<file path="src/rtl/cu_pkg.sv">
// Shared opcode encoding and instruction field layout for the control unit.
package cu_pkg;
    localparam int OPW   = 4;
    localparam int REGW  = 3;
    localparam int ADRW  = 4;
    localparam int INSTW = 13;

    localparam int OP_LSB  = 9;
    localparam int RA_LSB  = 6;
    localparam int RB_LSB  = 3;
    localparam int RD_LSB  = 0;
    localparam int ADR_LSB = 5;

    typedef enum logic [OPW-1:0] {
        OP_NOP   = 4'h0,
        OP_ADD   = 4'h1,
        OP_SUB   = 4'h2,
        OP_AND   = 4'h3,
        OP_OR    = 4'h4,
        OP_XOR   = 4'h5,
        OP_NOT   = 4'h6,
        OP_SHL   = 4'h7,
        OP_SHR   = 4'h8,
        OP_MUL   = 4'h9,
        OP_LOAD  = 4'hE,
        OP_STORE = 4'hF
    } opcode_e;
endpackage

</file>
<file path="src/rtl/cu_decode.sv">
// Purely combinational instruction decode: splits the word into fields and strobes.
module cu_decode
    import cu_pkg::*;
(
    input  logic [INSTW-1:0] instIn,
    output logic [OPW-1:0]   opcode,
    output logic [ADRW-1:0]  adrr,
    output logic [REGW-1:0]  operanda,
    output logic [REGW-1:0]  operandb,
    output logic [REGW-1:0]  dest,
    output logic [OPW-1:0]   alu_op,
    output logic             reg_we,
    output logic             mem_rd,
    output logic             mem_wr,
    output logic             illegal
);
    always_comb begin
        opcode   = instIn[OP_LSB +: OPW];
        adrr     = '0;
        operanda = '0;
        operandb = '0;
        dest     = '0;
        alu_op   = '0;
        reg_we   = 1'b0;
        mem_rd   = 1'b0;
        mem_wr   = 1'b0;
        illegal  = 1'b0;
        if (opcode >= OP_ADD && opcode <= OP_MUL) begin
            operanda = instIn[RA_LSB +: REGW];
            operandb = instIn[RB_LSB +: REGW];
            dest     = instIn[RD_LSB +: REGW];
            alu_op   = opcode;
            reg_we   = 1'b1;
        end else if (opcode == OP_LOAD) begin
            adrr   = instIn[ADR_LSB +: ADRW];
            dest   = instIn[RD_LSB +: REGW];
            mem_rd = 1'b1;
            reg_we = 1'b1;
        end else if (opcode == OP_STORE) begin
            // dest carries the register whose contents are written to memory
            adrr   = instIn[ADR_LSB +: ADRW];
            dest   = instIn[RD_LSB +: REGW];
            mem_wr = 1'b1;
        end else if (opcode != OP_NOP) begin
            illegal = 1'b1;
        end
    end
endmodule

</file>
<file path="src/rtl/cu.sv">
// Control unit: one-cycle registered decode with hold freeze and async reset.
module cu
    import cu_pkg::*;
(
    input  logic             clk,
    input  logic             rst,
    input  logic [INSTW-1:0] instIn,
    input  logic             inst_valid,
    input  logic             hold,
    output logic [OPW-1:0]   opcode,
    output logic [ADRW-1:0]  adrr,
    output logic [REGW-1:0]  operanda,
    output logic [REGW-1:0]  operandb,
    output logic [REGW-1:0]  dest,
    output logic [OPW-1:0]   alu_op,
    output logic             reg_we,
    output logic             mem_rd,
    output logic             mem_wr,
    output logic             illegal,
    output logic             out_valid
);
    logic [OPW-1:0]  d_opcode;
    logic [ADRW-1:0] d_adrr;
    logic [REGW-1:0] d_operanda;
    logic [REGW-1:0] d_operandb;
    logic [REGW-1:0] d_dest;
    logic [OPW-1:0]  d_alu_op;
    logic            d_reg_we;
    logic            d_mem_rd;
    logic            d_mem_wr;
    logic            d_illegal;

    cu_decode u_decode (
        .instIn   (instIn),
        .opcode   (d_opcode),
        .adrr     (d_adrr),
        .operanda (d_operanda),
        .operandb (d_operandb),
        .dest     (d_dest),
        .alu_op   (d_alu_op),
        .reg_we   (d_reg_we),
        .mem_rd   (d_mem_rd),
        .mem_wr   (d_mem_wr),
        .illegal  (d_illegal)
    );

    // Decode -> output register stage; idle cycles drop strobes but keep fields
    always_ff @(posedge clk or posedge rst) begin
        if (rst) begin
            opcode    <= '0;
            adrr      <= '0;
            operanda  <= '0;
            operandb  <= '0;
            dest      <= '0;
            alu_op    <= '0;
            reg_we    <= 1'b0;
            mem_rd    <= 1'b0;
            mem_wr    <= 1'b0;
            illegal   <= 1'b0;
            out_valid <= 1'b0;
        end else if (!hold) begin
            if (inst_valid) begin
                opcode    <= d_opcode;
                adrr      <= d_adrr;
                operanda  <= d_operanda;
                operandb  <= d_operandb;
                dest      <= d_dest;
                alu_op    <= d_alu_op;
                reg_we    <= d_reg_we;
                mem_rd    <= d_mem_rd;
                mem_wr    <= d_mem_wr;
                illegal   <= d_illegal;
                out_valid <= 1'b1;
            end else begin
                reg_we    <= 1'b0;
                mem_rd    <= 1'b0;
                mem_wr    <= 1'b0;
                illegal   <= 1'b0;
                out_valid <= 1'b0;
            end
        end
    end
endmodule

</file>
<file path="config.mk">
export PLATFORM = sky130hd
export DESIGN_NAME = cu
export DESIGN_NICKNAME = d
export VERILOG_FILES = /design/src/rtl/cu_pkg.sv /design/src/rtl/cu_decode.sv /design/src/rtl/cu.sv
export SDC_FILE = /design/constraint.sdc
export NUM_CORES = 1
export LEC_CHECK = 0
export ABC_AREA = 0
export CORE_ASPECT_RATIO = 1.4
export CORE_UTILIZATION = 40
export DETAILED_ROUTE_END_ITERATION = 16
export PLACE_DENSITY_LB_ADDON = 0.3
export SYNTH_ARGS = -nofsm -noshare
export SYNTH_HDL_FRONTEND = slang
export SYNTH_SLANG_ARGS = --single-unit
export TNS_END_PERCENT = 100
</file>
<file path="constraint.sdc">
create_clock -name clk -period 1.01 [get_ports clk]
set_input_delay 0.202 -clock clk [delete_from_list [all_inputs] [get_ports clk]]
set_output_delay 0.202 -clock clk [all_outputs]
set_load 0.005 [all_outputs]
</file>
# Word-level counts from Yosys, hierarchy flattened
# Cells that the tools add are included.
[op_classes] n_lt_le_gt_ge=2 n_reduce_logical=3 muxes=24 n_eq_ne=2 bitwise_logic=1
[ops] operator="4-bit two-way mux" count=4
[ops] operator="1-bit two-way mux" count=15
[ops] operator="3-bit two-way mux" count=5
[ops] operator="4-bit equality test, second input constant" count=2
[ops] operator="4-bit by 1-bit greater-or-equal comparator with 1-bit output, second input constant" count=1
[ops] operator="4-bit less-or-equal comparator, second input constant" count=1
[ops] operator="4-bit nonzero test" count=1
[ops] operator="2-bit AND reduction" count=1
[ops] operator="1-bit logical AND" count=1
[ops] operator="1-bit inverter" count=1
[totals] input_bits=17 ff_bits=26

# Depth between registers and ports, before layout
# Gate-level depths: netlist of run 1.
[depth] depth_word=6 ltp_mapped=5 mapped_depth_nobuf=3

# Cells and area by module
# A second synthesis of run 1 with hierarchy kept.
[unflattened] cells_unflattened=93 hier_area_um2=1295.0
[by_module_without_submodules] mod="cu" seq_area_each_um2=650.6 area_per_inst_um2=1038.5 n_inst=1 cells_each=57
[by_module_without_submodules] mod="cu_decode" seq_area_each_um2=0.0 area_per_inst_um2=256.5 n_inst=1 cells_each=36

# Worst setup path before layout of run 1
# No wires, ideal clock.
[synth_timing] path_kind="in2reg" start="in instIn[10]" end="reg reg_we" arrival_time_ns=0.983 required_ns=0.884 path_buffers=1 setup_time_ns=0.126 path_stages=4 slack_ns=-0.099 path_cell_list="clkbuf_2 nor4_4 nor3_4 a221o_1"
[synth_between] elab_chain_cells=4 word_cells_on_any_way=7
[synth_lines] item="start, declared" line_no="cu.sv:7" source="input logic [INSTW-1:0] instIn,"
[synth_lines] item="4-bit by 1-bit greater-or-equal comparator with 1-bit output (tied with other cells)" line_no="cu_decode.sv:28" source="if (opcode >= OP_ADD && opcode <= OP_MUL) begin"
[synth_lines] item="1-bit logical AND or 1-bit two-way mux (tied branches)" line_no="cu_decode.sv:28, cu_decode.sv:34"
[synth_lines] item="1-bit two-way mux (*)" line_no="cu_decode.sv:28"
[synth_lines] item="1-bit two-way mux (*)" line_no="cu.sv:62" source="if (inst_valid) begin"
[synth_lines] item="end signal, assigned" line_no="cu.sv:69" source="reg_we <= d_reg_we;"
[synth_lines] item="end, declared" line_no="cu.sv:16" source="output logic reg_we,"
# Every way passes the cells marked *; elsewhere a longest branch is shown, timed or not.
# A chain may end at the register's enable or synchronous reset.

# Final worst setup path of run 1
[layout_timing] start="reg operanda[2]" end="out operanda[2]"
[layout_lines] item="start, declared" line_no="cu.sv:12" source="output logic [REGW-1:0] operanda,"
[layout_lines] item="start signal, assigned" line_no="cu.sv:65" source="operanda <= d_operanda;"
# No word-level cell between the ends.

==> flow_summary.ini, run 1 <==
[drt]
vias = 918
drc = 0
routed_wl_um = 2442
ant_nets = 0
routedWlPerCell_um = 12.72
viasPerCell = 4.781
drtIter0Drc = 20
dr.pass1.iters = 4

[clock_network]
cts_tree = built
clockRootBuffer = clkbuf_4
cts_buffers = 3
cts_hold_buf = 0
htree_num_levels = 1
clock_path_buffers = 2
clk_pin_slew_ns = 0.13
cts_sinks = 26
clk_latency_ns = 0.31

[die]
dieHeight_um = 62.29
die_w_um = 45.07
start_util = 0.4296
die_area_mm2 = 0.002807
coreArea_mm2 = 0.002417
boundaryPins = 43
rows = 21

[yosys]
syn_area_per_cell_um2 = 12.08
syn_inst = 86
synthesis.nets = 103
synth_area_mm2 = 0.001038
ys_top_cells_by_area = dfrtp_1, a22o_1, nand2_1
yosysTopAreaCell = dfrtp_1
ys_seq_area_frac = 0.6265
yosysUniqueCellTypes = 20
synth_top_area_frac = 0.6265
yosysWarnings = 0
synth-seq-cells = 26

[run_status]
outcome = finished with violations
violations = negative setup slack

[worst_setup_path]
critPathTopFamily = flip-flops
cp_data_arrival_time_ns = 0.86
worstSetupEndpointType = output pin
critPathKind = reg2out
crit_fanout = 2
path_cells = buf_2
cpPeakStageDelay_ns = 0.42
start_kind = register
cp_slowest_cell = dfrtp_1
path_buf_inv = 1
critPathRequiredTime_ns = 0.81

[place]
dp.cells = 172
port_buffers = 42
routabilityCongestion = 0.7808
postPlaceCellArea_mm2 = 0.001593
dp_hpwl_um = 1796

[final_layout]
stdcell_count = 192
nets = 176
design_area_mm2 = 0.001599
syn_to_final_growth_pct = 53.98
num-fill-cells = 217
drive_above_1_share = 0.4367
final_util = 0.6615
num_antenna_cells = 0

[power_and_ir_drop]
peakVddDrop_mv = 0.8866
power.leakage_uw = 0.0008622
p_per_area_mw_per_mm2 = 1371

[grt]
grt_most_used_layer = met2
grt-ovfl-total = 0
met2_usage = 0.3007
grt_pass1_wl_um = 3988
grtUsageMet3 = 0.03488
grt_use_met1 = 0.2603
grt_pass1_vias = 891
track_usage = 0.1859
grt_max_degree = 27
antenna_found_initial = 0

[sta]
fin_crit_ns = 1.066
drv_slew = 0
fmax_mhz = 937.8
skew_ns = 0
fin_crit_sh = 1.056
finalSetupViolations = 26
final_hold_viol_count = 0
setup_tns_ns = -1.025
worstMarginPinSlew_ns = 0.3159
max-slew-margin-rel = 0.7878
setup_slack_ns = -0.05629
rsz0062_at_grt = true

[min_path]
hold_path.class = in2reg

[run]
max-cap-violations = 0
## state kept, by name, indices dropped and copies added (netlist names)
register,cells
adrr,4
illegal,1
operandb,3
mem_wr,1
alu_op,4
mem_rd,1
operanda,3
out_valid,1
reg_we,1
opcode,4
dest,3
## area by class of cell
type / instances / area [um2] / share of cell area
Multi-Input combinational cell: 54 / 356.6 / 0.2230
Sequential cell: 26 / 650.6 / 0.4069
Inverter: 2 / 7.507 / 0.004695
Tap cell: 34 / 42.54 / 0.02660
Clock buffer: 4 / 36.28 / 0.02269
Timing Repair Buffer: 72 / 505.5 / 0.3161
## cells in the final DEF, fill, tap and decap left out, drive strengths merged
cell type       n
o21a            1
nor2            3
nor4            1
buf            57
dlygate4sd2     2
nor2b           1
xor2            1
a221o           1
a22o           12
nand2          21
nor3            1
dfrtp          26
a32o            3
nand3           1
inv             2
clkbuf          7
clkdlybuf4s50  10
nand2b          3
o21ai           5
## logic make-up after synthesis
group	count (synthesis)	synth area share
simple gates	31	0.1615
flops	26	0.6265
compound gates	22	0.1711
buf+inv	6	0.03253
xor+xnor	1	0.008435
## synthesized netlist by cell type
master    number
nor4_4         1
buf_6          1
nand2b_1       2
a221o_1        1
nor3_4         1
nor2b_1        1
dfrtp_1       26
xor2_1         1
nand2_1       21
o21ai_0        5
a22o_1        12
clkbuf_2       1
nor2_2         1
a32o_1         3
nand2b_4       1
nor2_1         2
inv_1          2
buf_2          2
nand3_1        1
o21a_1         1
## metal layers
| layer | wire length (um) | share of wire |
|---|---|---|
| met5 | 0 | 0 |
| met3 | 126 | 0.052 |
| met1 | 991 | 0.41 |
| met4 | 14 | 0.0057 |
| met2 | 1310 | 0.54 |
## metrics by stage
stage	setup slack (ns)	power (uW)	hold slack [ns]
2_1_floorplan	0.00001399	1377	0.2420
3_3_place_gp	-0.5684	1716	0.4575
3_5_place_dp	-0.6166	1731	0.4637
4_1_cts	-0.05701	2150	0.2027
5_1_grt	-0.09137	2305	0.1761
6_report	-0.05629	2193	0.1698
## power by group
group | switching [uW] | leakage, uW | total, uW | internal, uW
Clock | 298 | 0.0000210 | 518 | 220
Combinational | 199 | 0.000502 | 483 | 284
Sequential | 51.9 | 0.000339 | 1190 | 1140
Total | 548 | 0.000862 | 2190 | 1640
## final timing paths
path                             start          end  slack [ns]  cells past startpoint
max                        operanda[2]  operanda[2]       -0.06                      1
min                         instIn[10]    opcode[1]        0.17                      3
max reg2reg                     mem_rd       mem_rd        0.05                      3
min reg2reg                  opcode[2]    opcode[2]        0.49                      2
max in group asynchronous          rst  operanda[2]        0.67                      3
min in group asynchronous          rst      adrr[1]        0.19                      3
## timing repair
item                                    in CTS  in global routing
setup buffers                                6                 10
pin swaps                                    2                  2
resized for setup                          115                  6
gates cloned                                 0                  0
endpoints found under the setup margin      47                 30
Note: power is estimated with default switching activity, not from simulation.
==> run 2: changes to the inputs <==
Settings changed: CELL_PAD_IN_SITES_DETAIL_PLACEMENT set to 1, CELL_PAD_IN_SITES_GLOBAL_PLACEMENT set to 1, CORE_UTILIZATION 40 to 31, RECOVER_POWER set to 100.
==> flow_summary.ini, run 2 (synthesis gave the netlist of run 1 again) <==
[run_status]
outcome = finished, final reports clean

[die]
rows = 24
boundaryPins = 43
coreArea_mm2 = 0.003153
die_area_mm2 = 0.003588
die_w_um = 50.92
dieHeight_um = 70.48
start_util = 0.3294

[power_and_ir_drop]
power.share.clock = 0.288
power.internal_uw = 1756
peakVddDrop_mv = 0.9589
power_switching_uw = 572.3
switching_share = 0.2458
p_per_area_mw_per_mm2 = 1470
power.leakage_uw = 0.0008432
power_frac_seq = 0.511
combPwrFrac = 0.201

[worst_setup_path]
cp_data_arrival_time_ns = 0.80
critPathKind = reg2out
start_kind = register
path_buf_inv = 1
critPathRequiredTime_ns = 0.81
cpPeakStageDelay_ns = 0.40
path_cells = buf_2
critPathTopFamily = flip-flops
cp_slowest_cell = dfrtp_1
worstSetupEndpointType = output pin
crit_fanout = 2

[sta]
fmax_mhz = 996.3
drv_slew = 0
worstMarginPinSlew_ns = 0.6427
fin_crit_sh = 0.9937
fin_crit_ns = 1.004
final_hold_viol_count = 0
max-slew-margin-rel = 0.5715
rsz0062_at_grt = true
skew_ns = 0
setup_slack_ns = 0.006313
finalSetupViolations = 0

[clock_network]
clk_pin_slew_ns = 0.09
cts_buffers = 3
cts_hold_buf = 0
clk_latency_ns = 0.27
clock_path_buffers = 2
cts_sinks = 26
clockRootBuffer = clkbuf_8
htree_num_levels = 1
cts_tree = built

[place]
dp_hpwl_um = 2002
pre_cts_ws_ns = -0.6370
routabilityCongestion = 0.7645
dp.cells = 178
port_buffers = 42

[drt]
dr.pass1.iters = 2
ant_nets = 0
vias = 934
drc = 0
routedWlPerCell_um = 14.18
routed_wl_um = 2765
drtIter0Drc = 12
viasPerCell = 4.790

[final_layout]
final_util = 0.5024
syn_to_final_growth_pct = 52.53
reg_top3 = adrr (4), alu_op (4), opcode (4)
stdcell_count = 195
drive_above_1_share = 0.4167
layout_common_cells = buf_2, dfrtp_1, nand2_1
final_common_cell = buf_2
nets = 174
num_antenna_cells = 0

[grt]
antenna_found_initial = 0
grt_pass1_wl_um = 4436
grt_max_degree = 27
grt_pass1_vias = 985
grt-ovfl-total = 0
track_usage = 0.1634

[run]
max-cap-violations = 0

[min_path]
hold_path.class = in2reg
## run 2: cell types whose count changed in the layout (fill, tap and decap cells not counted)
cell      previous run  this run
buf_12               1         0
buf_2               27        29
buf_4               29        20
clkbuf_1             0         2
clkbuf_4             3         4
clkbuf_8             1         4
## run 2: power groups by stage
stage / registers (uW) / clock network (uW) / logic (uW)
floorplan: 1220 / 0 / 158
global placement: 1210 / 0 / 513
detailed placement: 1220 / 0 / 529
CTS: 1190 / 697 / 470
global route: 1200 / 742 / 515
finish: 1190 / 669 / 469
## run 2: per-layer routing
layer	vias up	global-route usage	wire, um
met3	4	0.02179	127
met4	0	0.06481	33
met1	460	0.1964	1095
met5	-	0	0
li1	440	-	-
met2	30	0.2851	1508
## run 2: worst paths after layout
kind	start	endpoint	slack [ns]	depth (start not counted)
worst max-delay path	adrr[0]	adrr[0]	0.006	1
worst min-delay path	instIn[10]	opcode[1]	0.24	3
worst max register to register	reg_we	reg_we	0.05	2
worst min register to register	alu_op[1]	alu_op[1]	0.48	2
min in group asynchronous	rst	operandb[2]	0.39	3
max in group asynchronous	rst	dest[1]	0.20	3
## run 2: worst reg2reg max path: stages, from the launching register on
cell     delay [ns]
dfrtp_1        0.39
buf_4          0.13
a221o_1        0.33
## run 2: cell type report
type,count,area (um2)
Inverter,2,7.507
Tap cell,39,48.80
Sequential cell,26,650.6
Multi-Input combinational cell,54,356.6
Clock buffer,4,55.05
Fill cell,369,1569
Timing Repair Buffer,70,465.4
## run 2: what timing repair did
item | in CTS | in global routing
resized for setup | 123 | 0
setup endpoints to repair | 48 | 31
pin swaps | 3 | 1
setup buffers | 9 | 4
hold endpoints to repair | 0 | 0
## run 2: per-stage QoR
step / TNS [ns] / hold WS, ns / total power (uW) / area, um2
global placement: -11.82 / 0.4589 / 1725 / 1607
detailed placement: -12.86 / 0.4772 / 1744 / 1607
CTS: -0.001511 / 0.2397 / 2359 / 1585
floorplan: 0 / 0.2420 / 1377 / 1047
finish: 0 / 0.2447 / 2328 / 1584
global route: -0.2169 / 0.2372 / 2457 / 1584
==> run 3: changes to the inputs <==
Settings changed: CORE_UTILIZATION 31 to 28, GPL_TIMING_DRIVEN set to 0.
Clock period 1.01 ns to 0.9 ns, I/O delays scaled along.
==> flow_summary.ini, run 3 (synthesis gave the netlist of run 1 again) <==
[grt]
track_usage = 0.1522
grt-ovfl-total = 0
grt_pass1_vias = 960
grt_max_degree = 27
grt_pass1_wl_um = 4360
antenna_found_initial = 0

[clock_network]
cts_buffers = 3
clockRootBuffer = clkbuf_8
cts_hold_buf = 0
clock_path_buffers = 2
cts_tree = built
clk_pin_slew_ns = 0.09
clk_latency_ns = 0.27
htree_num_levels = 1
cts_sinks = 26

[sta]
fmax_mhz = 1022
skew_ns = 0
setup_slack_ns = -0.07880
max-slew-margin-rel = 0.6224
drv_slew = 0
finalSetupViolations = 27
final_hold_viol_count = 0
fin_crit_ns = 0.9788
rsz0062_at_grt = true
hold_ws_ns = 0.1382
worstMarginPinSlew_ns = 0.5653
fin_crit_sh = 1.088

[min_path]
min-delay-start = instIn[12]
hold-path-endpoint = opcode[3]
hold_path.class = in2reg
worstHoldPathCells = 3

[die]
dieHeight_um = 74.06
start_util = 0.2991
coreArea_mm2 = 0.003472
boundaryPins = 43
die_w_um = 53.47
die_area_mm2 = 0.003960
rows = 25

[worst_setup_path]
ff2ff_path_depth = 2
rr_endpoint = operandb[2]
start_kind = register
path_cells = buf_2
critPathRequiredTime_ns = 0.72
cp_data_arrival_time_ns = 0.80
path_buf_inv = 1
cp_slowest_cell = dfrtp_1
cpPeakStageDelay_ns = 0.40
ff2ff_setup_slack_ns = 0.05
critPathTopFamily = flip-flops
crit_fanout = 2
regToRegStartpoint = operandb[2]
worstSetupEndpointType = output pin
critPathKind = reg2out

[power_and_ir_drop]
p_per_area_mw_per_mm2 = 1609
total_power_uw = 2504
power.leakage_uw = 0.0008103
peakVddDrop_mv = 1.003

[place]
routabilityCongestion = 0.7217
dp_hpwl_um = 1904
postPlaceCellArea_mm2 = 0.001525
port_buffers = 41

[drt]
routedWlPerCell_um = 14.13
drc = 0
drtIter0Drc = 9
viasPerCell = 4.887
ant_nets = 0
routed_wl_um = 2628
vias = 909
dr.pass1.iters = 4

[final_layout]
num_antenna_cells = 0
num-fill-cells = 404
design_area_mm2 = 0.001556
regArea_um2 = 650.6
nets = 165
reg_top3 = adrr (4), alu_op (4), opcode (4)
layout_common_cells = dfrtp_1, buf_2, nand2_1
drive_above_1_share = 0.4110
multi_input_area_um2 = 361.6
syn_to_final_growth_pct = 49.88

[run_status]
outcome = finished with violations
violations = negative setup slack

[run]
max-cap-violations = 0
-- run 3: changes by cell type in the layout (fill, tap and decap cells not counted), moves of 2 or more --
cell and change:
buf_6 +3, buf_4 -3, clkbuf_4 -2, dlygate4sd2_1 -2
clkbuf_1 -2, buf_2 -3
-- run 3: area by class of cell --
| cell class | instances | share of cell area |
|---|---|---|
| multi-input combinational | 54 | 0.2323 |
| timing repair buffer | 57 | 0.2524 |
| tap | 40 | 0.03215 |
| clock buffer | 3 | 0.02653 |
| sequential | 26 | 0.4180 |
| inverter | 2 | 0.007235 |
| buffer | 4 | 0.03135 |
-- run 3: through the flow --
stage	util	setup TNS [ns]	setup slack (ns)	std cells
2_1_floorplan	-	-0.5253	-0.08583	86
3_3_place_gp	0.4393	-33.53	-0.7983	167
3_5_place_dp	0.4393	-36.23	-0.8060	167
4_1_cts	0.4371	-1.893	-0.08997	180
5_1_grt	0.4483	-2.771	-0.1070	186
6_report	0.4483	-1.574	-0.07880	186
-- run 3: how the worst max path moves through the flow --
stage                     cells past startpoint   startpoint           to  slack [ns]
after floorplan                               4   instIn[10]       reg_we       -0.09
after global placement                        4   instIn[12]       reg_we       -0.80
after detailed placement                      5         hold       reg_we       -0.81
after CTS                                     1  operandb[0]  operandb[0]       -0.09
after global routing                          1       mem_wr       mem_wr       -0.11
final                                         1  operandb[0]  operandb[0]       -0.08
-- run 3: repair_timing --
item | in CTS | in global routing
pin swaps | 4 | 5
buffers inserted | 10 | 8
setup endpoints to repair | 78 | 43
gates cloned | 0 | 0
gates resized for setup | 129 | 15
-- run 3: power breakdown --
part | switching (uW) | internal (uW)
Sequential | 53.5 | 1280
Clock | 350 | 300
Combinational | 224 | 298
Total | 627 | 1880
-- run 3: layer usage --
layer  track usage  routed length [um]  up-vias
li1              -                   -      423
met1        0.1719                1046      448
met2        0.2778                1385       35
met4       0.06140                  37        0
met5             0                   0        -
met3       0.02249                 158        3
